File: config.mk
export PLATFORM = sky130hd
export DESIGN_NAME = ntp_sync_scheduler_flat
export DESIGN_NICKNAME = d
export VERILOG_FILES = /design/src/rtl/ntp_sync_scheduler_pkg.sv /design/src/rtl/ntp_sync_scheduler_if.sv /design/src/rtl/ntp_sync_scheduler_offset_calc.sv /design/src/rtl/ntp_sync_scheduler.sv /design/src/flat_wrapper.sv
export SDC_FILE = /design/constraint.sdc
export NUM_CORES = 2
export LEC_CHECK = 0
export CAP_MARGIN = 5
export CORE_MARGIN = 2
export CORE_UTILIZATION = 65
export DETAILED_ROUTE_END_ITERATION = 6
export PLACE_DENSITY = 0.85
export SLEW_MARGIN = 20
export SYNTH_ARGS = -nofsm -noshare
export SYNTH_HDL_FRONTEND = slang
export SYNTH_SLANG_ARGS = --single-unit
File: constraint.sdc
create_clock -name i_clk -period 5.5 [get_ports i_clk]
set_input_delay 1.1 -clock i_clk [delete_from_list [all_inputs] [get_ports i_clk]]
set_output_delay 1.1 -clock i_clk [all_outputs]
set_load 0.02 [all_outputs]
File: src/rtl/ntp_sync_scheduler_pkg.sv
// Shared types for the NTP client exchange scheduler.
package ntp_sync_scheduler_pkg;

  localparam int unsigned NTP_TS_W = 64;

  typedef logic [NTP_TS_W-1:0] ntp_ts_t;

  typedef enum logic [2:0] {
    ST_IDLE,
    ST_SEND,
    ST_WAIT_TX,
    ST_WAIT_RX,
    ST_CALC,
    ST_OUT,
    ST_WAIT_POLL
  } state_t;

endpackage

File: src/rtl/ntp_sync_scheduler_if.sv
// Bundle of the scheduler's link, parser and time-discipline signals.
interface ntp_sync_scheduler_if;
  import ntp_sync_scheduler_pkg::*;

  logic       i_connect_state;
  ntp_ts_t    i_local_time;
  logic       o_ntp_send_req;
  logic       i_ntp_send_done;
  logic       i_ntp_recv_sig;
  ntp_ts_t    i_ntp_server_get;
  ntp_ts_t    i_ntp_server_send;
  ntp_ts_t    o_offset;
  ntp_ts_t    o_delay;
  logic       o_sync_valid;
  logic       o_sync_lost;
  logic [1:0] o_retry_cnt;

  modport slave (
    input  i_connect_state, i_local_time, i_ntp_send_done, i_ntp_recv_sig,
           i_ntp_server_get, i_ntp_server_send,
    output o_ntp_send_req, o_offset, o_delay, o_sync_valid, o_sync_lost,
           o_retry_cnt
  );

  modport master (
    output i_connect_state, i_local_time, i_ntp_send_done, i_ntp_recv_sig,
           i_ntp_server_get, i_ntp_server_send,
    input  o_ntp_send_req, o_offset, o_delay, o_sync_valid, o_sync_lost,
           o_retry_cnt
  );

endinterface

File: src/rtl/ntp_sync_scheduler_offset_calc.sv
// Two-stage offset/delay pipeline: differences first, then sum/halve and clamp.
module ntp_offset_calc
  import ntp_sync_scheduler_pkg::*;
(
  input  logic    clk,
  input  logic    rst_n,
  input  logic    flush,
  input  logic    start,
  input  ntp_ts_t t1,
  input  ntp_ts_t t2,
  input  ntp_ts_t t3,
  input  ntp_ts_t t4,
  output ntp_ts_t offset,
  output ntp_ts_t delay,
  output logic    valid
);

  ntp_ts_t                a, b, c, d;
  logic                   stage1_valid;
  logic [NTP_TS_W:0]      sum;
  ntp_ts_t                offset_next;
  ntp_ts_t                delay_next;

  // Stage 1: modulo-2^64 timestamp differences.
  always_ff @(posedge clk or negedge rst_n) begin
    if (!rst_n) begin
      a            <= '0;
      b            <= '0;
      c            <= '0;
      d            <= '0;
      stage1_valid <= 1'b0;
    end else begin
      stage1_valid <= start && !flush;
      if (start) begin
        a <= t2 - t1;
        b <= t3 - t4;
        c <= t4 - t1;
        d <= t3 - t2;
      end
    end
  end

  // Stage 2 combinational: 65-bit signed sum halved; delay clamped at zero.
  always_comb begin
    sum         = {a[NTP_TS_W-1], a} + {b[NTP_TS_W-1], b};
    offset_next = sum[NTP_TS_W:1];
    delay_next  = (c >= d) ? (c - d) : '0;
  end

  // Stage 2 register: results and a single-cycle valid pulse.
  always_ff @(posedge clk or negedge rst_n) begin
    if (!rst_n) begin
      offset <= '0;
      delay  <= '0;
      valid  <= 1'b0;
    end else begin
      valid <= stage1_valid && !flush;
      if (stage1_valid && !flush) begin
        offset <= offset_next;
        delay  <= delay_next;
      end
    end
  end

endmodule

File: src/rtl/ntp_sync_scheduler.sv
// NTP client exchange sequencer: poll pacing, T1/T4 capture, timeout/retry.
module ntp_sync_scheduler
  import ntp_sync_scheduler_pkg::*;
#(
  parameter int unsigned P_POLL_CYCLES    = 1_500_000_000,
  parameter int unsigned P_TIMEOUT_CYCLES = 100_000_000,
  parameter int unsigned P_MAX_RETRY      = 3
) (
  input logic             i_clk,
  input logic             i_rst_n,
  ntp_sync_scheduler_if.slave bus
);

  localparam logic [31:0] POLL_LAST = 32'(P_POLL_CYCLES - 1);
  localparam logic [31:0] TO_LAST   = 32'(P_TIMEOUT_CYCLES - 1);
  localparam logic [2:0]  MAX_R     = 3'(P_MAX_RETRY);

  state_t      state, nstate;
  logic [31:0] cnt;
  logic [1:0]  retry;
  logic [2:0]  retry_inc;
  logic        lost;
  logic        fail;
  logic        timeout;
  logic        connect;
  logic        send_req, send_req_d;
  logic        calc_start;
  ntp_ts_t     t1, t2, t3, t4;
  ntp_ts_t     offset, delay;
  logic        sync_valid;

  assign connect   = bus.i_connect_state;
  assign timeout   = (cnt == TO_LAST);
  assign retry_inc = {1'b0, retry} + 3'd1;

  // State register.
  always_ff @(posedge i_clk or negedge i_rst_n) begin
    if (!i_rst_n) state <= ST_IDLE;
    else          state <= nstate;
  end

  // Next-state logic; an arriving event beats the timeout terminal, and
  // disconnect overrides everything.
  always_comb begin
    nstate = state;
    fail   = 1'b0;
    unique case (state)
      ST_IDLE:      if (connect) nstate = ST_SEND;
      ST_SEND:      nstate = ST_WAIT_TX;
      ST_WAIT_TX: begin
        if (bus.i_ntp_send_done) nstate = ST_WAIT_RX;
        else if (timeout)        fail   = 1'b1;
      end
      ST_WAIT_RX: begin
        if (bus.i_ntp_recv_sig)  nstate = ST_CALC;
        else if (timeout)        fail   = 1'b1;
      end
      ST_CALC:      nstate = ST_OUT;
      ST_OUT:       nstate = ST_WAIT_POLL;
      ST_WAIT_POLL: if (cnt == POLL_LAST) nstate = ST_SEND;
      default:      nstate = ST_IDLE;
    endcase
    if (fail) nstate = (retry_inc == MAX_R) ? ST_WAIT_POLL : ST_SEND;
    if (!connect) begin
      nstate = ST_IDLE;
      fail   = 1'b0;
    end
  end

  // Output decode; the request is registered, so it trails SEND by one cycle.
  always_comb begin
    send_req_d = (state == ST_SEND) && connect;
    calc_start = (state == ST_CALC) && connect;
  end

  // Request pulse register.
  always_ff @(posedge i_clk or negedge i_rst_n) begin
    if (!i_rst_n) send_req <= 1'b0;
    else          send_req <= send_req_d;
  end

  // Shared timeout/poll counter, restarted on every state change.
  always_ff @(posedge i_clk or negedge i_rst_n) begin
    if (!i_rst_n)
      cnt <= '0;
    else if (!connect || nstate != state)
      cnt <= '0;
    else if (state == ST_WAIT_TX || state == ST_WAIT_RX || state == ST_WAIT_POLL)
      cnt <= cnt + 32'd1;
  end

  // Timestamp capture on the send-done and receive events.
  always_ff @(posedge i_clk or negedge i_rst_n) begin
    if (!i_rst_n) begin
      t1 <= '0;
      t2 <= '0;
      t3 <= '0;
      t4 <= '0;
    end else if (connect) begin
      if (state == ST_WAIT_TX && bus.i_ntp_send_done) t1 <= bus.i_local_time;
      if (state == ST_WAIT_RX && bus.i_ntp_recv_sig) begin
        t4 <= bus.i_local_time;
        t2 <= bus.i_ntp_server_get;
        t3 <= bus.i_ntp_server_send;
      end
    end
  end

  // Retry count and loss-of-sync status.
  always_ff @(posedge i_clk or negedge i_rst_n) begin
    if (!i_rst_n) begin
      retry <= '0;
      lost  <= 1'b1;
    end else if (!connect) begin
      retry <= '0;
      lost  <= 1'b1;
    end else if (state == ST_OUT) begin
      retry <= '0;
      lost  <= 1'b0;
    end else if (fail) begin
      if (retry_inc == MAX_R) begin
        retry <= '0;
        lost  <= 1'b1;
      end else begin
        retry <= retry_inc[1:0];
      end
    end
  end

  ntp_offset_calc u_calc (
    .clk    (i_clk),
    .rst_n  (i_rst_n),
    .flush  (!connect),
    .start  (calc_start),
    .t1     (t1),
    .t2     (t2),
    .t3     (t3),
    .t4     (t4),
    .offset (offset),
    .delay  (delay),
    .valid  (sync_valid)
  );

  assign bus.o_ntp_send_req = send_req;
  assign bus.o_offset       = offset;
  assign bus.o_delay        = delay;
  assign bus.o_sync_valid   = sync_valid;
  assign bus.o_sync_lost    = lost;
  assign bus.o_retry_cnt    = retry;

endmodule

File: src/flat_wrapper.sv
// flat-port wrapper written by rule: the top's interface ports become plain ports
module ntp_sync_scheduler_flat import ntp_sync_scheduler_pkg::*;
#(
  parameter int unsigned P_POLL_CYCLES    = 1_500_000_000,
  parameter int unsigned P_TIMEOUT_CYCLES = 100_000_000,
  parameter int unsigned P_MAX_RETRY      = 3
)
  (i_clk, i_rst_n, bus_i_connect_state, bus_i_local_time, bus_i_ntp_send_done, bus_i_ntp_recv_sig, bus_i_ntp_server_get, bus_i_ntp_server_send, bus_o_ntp_send_req, bus_o_offset, bus_o_delay, bus_o_sync_valid, bus_o_sync_lost, bus_o_retry_cnt);
  ntp_sync_scheduler_if bus_i ();
  input logic i_clk;
  input logic i_rst_n;
  input wire logic [$bits(bus_i.i_connect_state)-1:0] bus_i_connect_state;
  input wire logic [$bits(bus_i.i_local_time)-1:0] bus_i_local_time;
  input wire logic [$bits(bus_i.i_ntp_send_done)-1:0] bus_i_ntp_send_done;
  input wire logic [$bits(bus_i.i_ntp_recv_sig)-1:0] bus_i_ntp_recv_sig;
  input wire logic [$bits(bus_i.i_ntp_server_get)-1:0] bus_i_ntp_server_get;
  input wire logic [$bits(bus_i.i_ntp_server_send)-1:0] bus_i_ntp_server_send;
  output wire logic [$bits(bus_i.o_ntp_send_req)-1:0] bus_o_ntp_send_req;
  output wire logic [$bits(bus_i.o_offset)-1:0] bus_o_offset;
  output wire logic [$bits(bus_i.o_delay)-1:0] bus_o_delay;
  output wire logic [$bits(bus_i.o_sync_valid)-1:0] bus_o_sync_valid;
  output wire logic [$bits(bus_i.o_sync_lost)-1:0] bus_o_sync_lost;
  output wire logic [$bits(bus_i.o_retry_cnt)-1:0] bus_o_retry_cnt;
  assign bus_i.i_connect_state = bus_i_connect_state;
  assign bus_i.i_local_time = bus_i_local_time;
  assign bus_i.i_ntp_send_done = bus_i_ntp_send_done;
  assign bus_i.i_ntp_recv_sig = bus_i_ntp_recv_sig;
  assign bus_i.i_ntp_server_get = bus_i_ntp_server_get;
  assign bus_i.i_ntp_server_send = bus_i_ntp_server_send;
  assign bus_o_ntp_send_req = bus_i.o_ntp_send_req;
  assign bus_o_offset = bus_i.o_offset;
  assign bus_o_delay = bus_i.o_delay;
  assign bus_o_sync_valid = bus_i.o_sync_valid;
  assign bus_o_sync_lost = bus_i.o_sync_lost;
  assign bus_o_retry_cnt = bus_i.o_retry_cnt;
  ntp_sync_scheduler #(.P_POLL_CYCLES(P_POLL_CYCLES), .P_TIMEOUT_CYCLES(P_TIMEOUT_CYCLES), .P_MAX_RETRY(P_MAX_RETRY)) u_core (.i_clk(i_clk), .i_rst_n(i_rst_n), .bus(bus_i));
endmodule
==> run summary <==
The dominant delay contributor by cell family on the critical path is compound AO/OA/AOI/OAI gates. The chip width came out at between 200 and 300 um. The detail-routed net length per standard cell is ~22 um. Cells fill between 70% and 80% of the core in the end. STA classifies the critical path endpoint as a register. In this run, CTS created clock tree buffers numbering 77. The top cell type's share of synthesized area came out at around 36%. The worst endpoint data arrival time came out at slightly above 5 ns.

The basic-gate share of the synthesized area counting and, or, nand and nor cells came out at a little over an eighth. Entering global routing, the biggest net connects around 270 pins. Once the clock tree was built, the setup fixing pass inserted 0 buffers. The final wirelength came out at 143,800 um. The overall via count from detail_route came out at approximately 41,000. The critical path data required time came out at slightly below 6 ns. Static timing analysis puts the maximum clock frequency at roughly 0.22 GHz.

The initial DRC count came out at about 4,600. The number of nets at the end of the flow is ~6,000. The fraction of registers with async set/reset came out at 100.0%.

The total congestion overflow after global routing is 0. Buffers inserted to repair hold after CTS numbered 0. The maximum buffer depth of the clock tree came out at 3. By area, the combinational part of the netlist is dominated by compound AO/OA/AOI/OAI gates.

CTS saw between 600 and 700 sinks. In this run the worst hold path is classified as register to register. The count of state elements after synthesis came out at 681. The maximum vdd ir drop is about 380 uV. The ratio of routed vias to standard cells is 6.392.

The number of setup violations in the final report is 0. The signal on the critical path passes through ha_1, o21ai_0, a21oi_1, o31ai_1, a31oi_1, o31ai_1, a21oi_1, a21oi_2, nor2_1, a311oi_1, xor2_1, o21ai_0. The launching element of the worst setup path is u_core.t2[2]. The total number of H-tree levels is 3. The post-detailed-route DRC marker count is 0. The setup slack of the worst register-to-register path is 0.92 ns. The area inside the core boundary is 0.07161 mm2. The mux contribution to synthesized area is under 10%.

The remaining antenna violation count is 0. 330 I/O pins were placed. The length in cells of the worst reg-to-reg path is 12. The detailed placement HPWL is 111,000 um. The count of buffers added on input and output ports is between 300 and 400. Across the run, the number of max-cap violations was 0.

The worst setup path is launched from a register. The final hold violation count is 0. The final instance count without filler cells is roughly 6,500. The stage delay of the slowest cell on the critical path is just over 0.8 ns. The effective utilization at floorplan is 65.84%. Routability-driven placement finished with a final weighted congestion of a little over 1. Counting the fill cells in the layout gives ~5,300. The complex-gate fraction of the synthesized area is between 20 and 25%.

The first detailed-routing pass ran for 6 iterations. The number of enable-type register cells in the synthesized netlist is 0. The area added between synthesis and finish is 13.71%. The insertion delay to the later sink of the worst-skew pair came out at around 0.64 ns. The xor and xnor fraction of the mapped netlist area came out at between 7 and 8%. The clock tree from TritonCTS is yes. The initial antenna violation count came out at 3.

The total die area is roughly 0.075 mm2. The total track usage came out at around two fifths. The slew at the pin with the worst max-slew slack came out at about 1.1 ns.

For this design the static power due to leakage is between 20 and 30 nW. The startpoint of the lowest-slack register-to-register path is u_core.t2[2]. The library cell used as clock root buffer is clkbuf_16. With fillers left out, the area of the finished cells amounts to about 0.054 mm2. The number of logic stages on the critical path including buffering is 12.

The number of buffer and inverter stages on the critical path is 0. The placed cell count came out at about 6,300. The worst slew margin relative to its limit is 25.17%.

The cell area that synthesis handed to floorplanning was 0.04715 mm2. For this run, the leading register cell type out of synthesis is dfrtp_1. Dividing total power by cell area gives a power density of around 730 mW/mm2. After routing, the total negative slack on setup checks comes to 0 ns.

The number of cells produced by synthesis came out at around 5,300. The post-route netlist has 9.000% of its cells at a drive strength greater than 1. The total cell area at the placement stage is slightly above 0.05 mm2. The final critical path time including I/O delays and setup is 4.582 ns. The worst setup path is of the register to register kind.

Setup repair after global routing left no endpoint under its margin. The via count of the first global-routing pass came to between 30,000 and 40,000. From bottom edge to top edge, the die measures around 270 um. The number of cells upsized or downsized after cts came out at 0. The cell row count is between 90 and 100. The multi-input logic area is 0.02785 mm2. The number of distinct standard cells referenced by the synthesized netlist came out at roughly 110. The per-instance average area after synthesis is a little under 9 um2. The clock transition at the registers of the reported paths is approximately 0.060 ns. The first-pass GRT wire length is around 220,000 um. The worst reg2reg path endpoint is u_core.u_calc.a[57].

The storage element area is ~0.017 mm2. The final setup skew is about 0.024 ns. The post-synthesis cell type with the largest combined area is dfrtp_1. Of all nets on the critical path, the largest fanout is 4. The worst setup path endpoint is u_core.u_calc.a[57]. The number of synthesis warnings is 0. The flow ran to the end, and the final reports show no timing, DRC or antenna violations. The final number of max-transition violations came to 0. In the finished design, the share of the clock period the worst path needs comes to between 80% and 90%. Sorting the synthesized cells by area gives the leading types as dfrtp_1, ha_1, mux2_2. The slowest stage of the critical path is the o31ai_1 cell. The post-synthesis net count is 5,850. Summing the sequential cell areas from Yosys gives 36.15% of the chip area.

The fraction of the mapped netlist area in adder cells is about a tenth.
final cells by class:
cell class                      count  area share (%)
Multi-Input combinational cell   3999           51.95
Sequential cell                   681           31.79
Timing Repair Buffer              351           6.684
Clock buffer                      106           4.138
Inverter                          352           2.464
Tap cell                          950           2.217
Clock inverter                     33          0.7561
Antenna cell                        2        0.009335
worst min path at each step:
stage | cells after the start | slack [ns] | from | end
floorplan | 2 | 0.44 | u_core.u_calc.b[30] | u_core.u_calc.b[30]
global route | 2 | 0.49 | u_core.u_calc.d[38] | u_core.u_calc.d[38]
finish | 2 | 0.48 | u_core.u_calc.d[54] | u_core.u_calc.d[54]
CTS | 2 | 0.48 | u_core.u_calc.d[26] | u_core.u_calc.d[26]
global placement | 2 | 0.46 | u_core.u_calc.a[20] | u_core.u_calc.a[20]
detailed placement | 2 | 0.47 | u_core.u_calc.d[54] | u_core.u_calc.d[54]
state kept, by name, summed over array words and instances, names as in the netlist:
name,cells
u_core.t1,64
u_core.t2,64
u_core.t3,64
u_core.t4,64
u_core.u_calc.a,64
u_core.u_calc.b,64
u_core.u_calc.c,64
u_core.u_calc.d,64
u_core.u_calc.delay,64
u_core.u_calc.offset,64
u_core.cnt,32
u_core.state,3
u_core.bus.o_retry_cnt,2
u_core.bus.o_ntp_send_req,1
u_core.bus.o_sync_lost,1
u_core.u_calc.stage1_valid,1
u_core.u_calc.valid,1
stage by stage:
stage | worst slack (ns) | power [mW] | hold slack, ns
finish | 0.9182 | 39.19 | 0.4778
CTS | 1.091 | 38.43 | 0.4832
detailed placement | 1.129 | 32.82 | 0.4705
global placement | 1.232 | 32.38 | 0.4594
global route | 0.8289 | 41.71 | 0.4922
floorplan | 2.343 | 25.77 | 0.4428
cell families after synthesis:
logic type | Yosys count
flip-flops | 681
multiplexers | 265
AO/OA/AOI/OAI | 1634
AND/OR/NAND/NOR | 1323
XOR/XNOR | 391
adder cells (fa/ha/maj) | 386
buffers and inverters | 587
metal layers:
layer / vias up / global-route usage (%) / part of all wire [%]
met5: - / 0 / 0.018
met1: 19880 / 55.20 / 43
met3: 313 / 8.579 / 10
li1: 19160 / - / -
met2: 2026 / 55.81 / 43
met4: 2 / 13.50 / 4.0
cells in the final DEF (no fill, tap or decap), drive strengths merged, types with 9 or more instances in the layout:
master,n
dfrtp,680
nand2,620
o21ai,518
a21oi,448
ha,380
inv,356
clkdlybuf4s50,328
mux2,261
nor2,221
a21o,214
xnor2,203
xor2,188
nand4,107
clkbuf,106
nand3,78
o21bai,66
a22o,61
nor3,60
nand2b,48
a31oi,45
o21a,38
o211ai,38
nor2b,35
and3,34
o31ai,31
a211oi,23
buf,23
or3,22
nor4,19
a41oi,19
and2,18
a221oi,17
or2,15
nor3b,14
clkinv,14
o31a,13
a21boi,12
and4,9
cells in the mapped netlist, types with 57 or more instances:
cell / instances
dfrtp_1: 680
nand4_1: 105
xnor2_1: 203
nand3_1: 78
nor2_1: 218
nor3_1: 57
nand2_1: 619
ha_1: 380
mux2_2: 261
clkbuf_1: 208
o21ai_0: 484
a21oi_1: 442
a21o_1: 214
o21bai_1: 66
inv_1: 351
a22o_1: 61
xor2_1: 188
report_power, final:
group	internal, mW	switching (mW)
combinational	9.92	15.4
sequential	6.82	1.70
clock	3.17	2.20
tightest hold or removal path, cell delays in order (launching register included):
cell and delay (ns):
dfrtp_1 0.34, nand2_1 0.04, o21ai_0 0.06
Power figures use the tool's default switching activity.
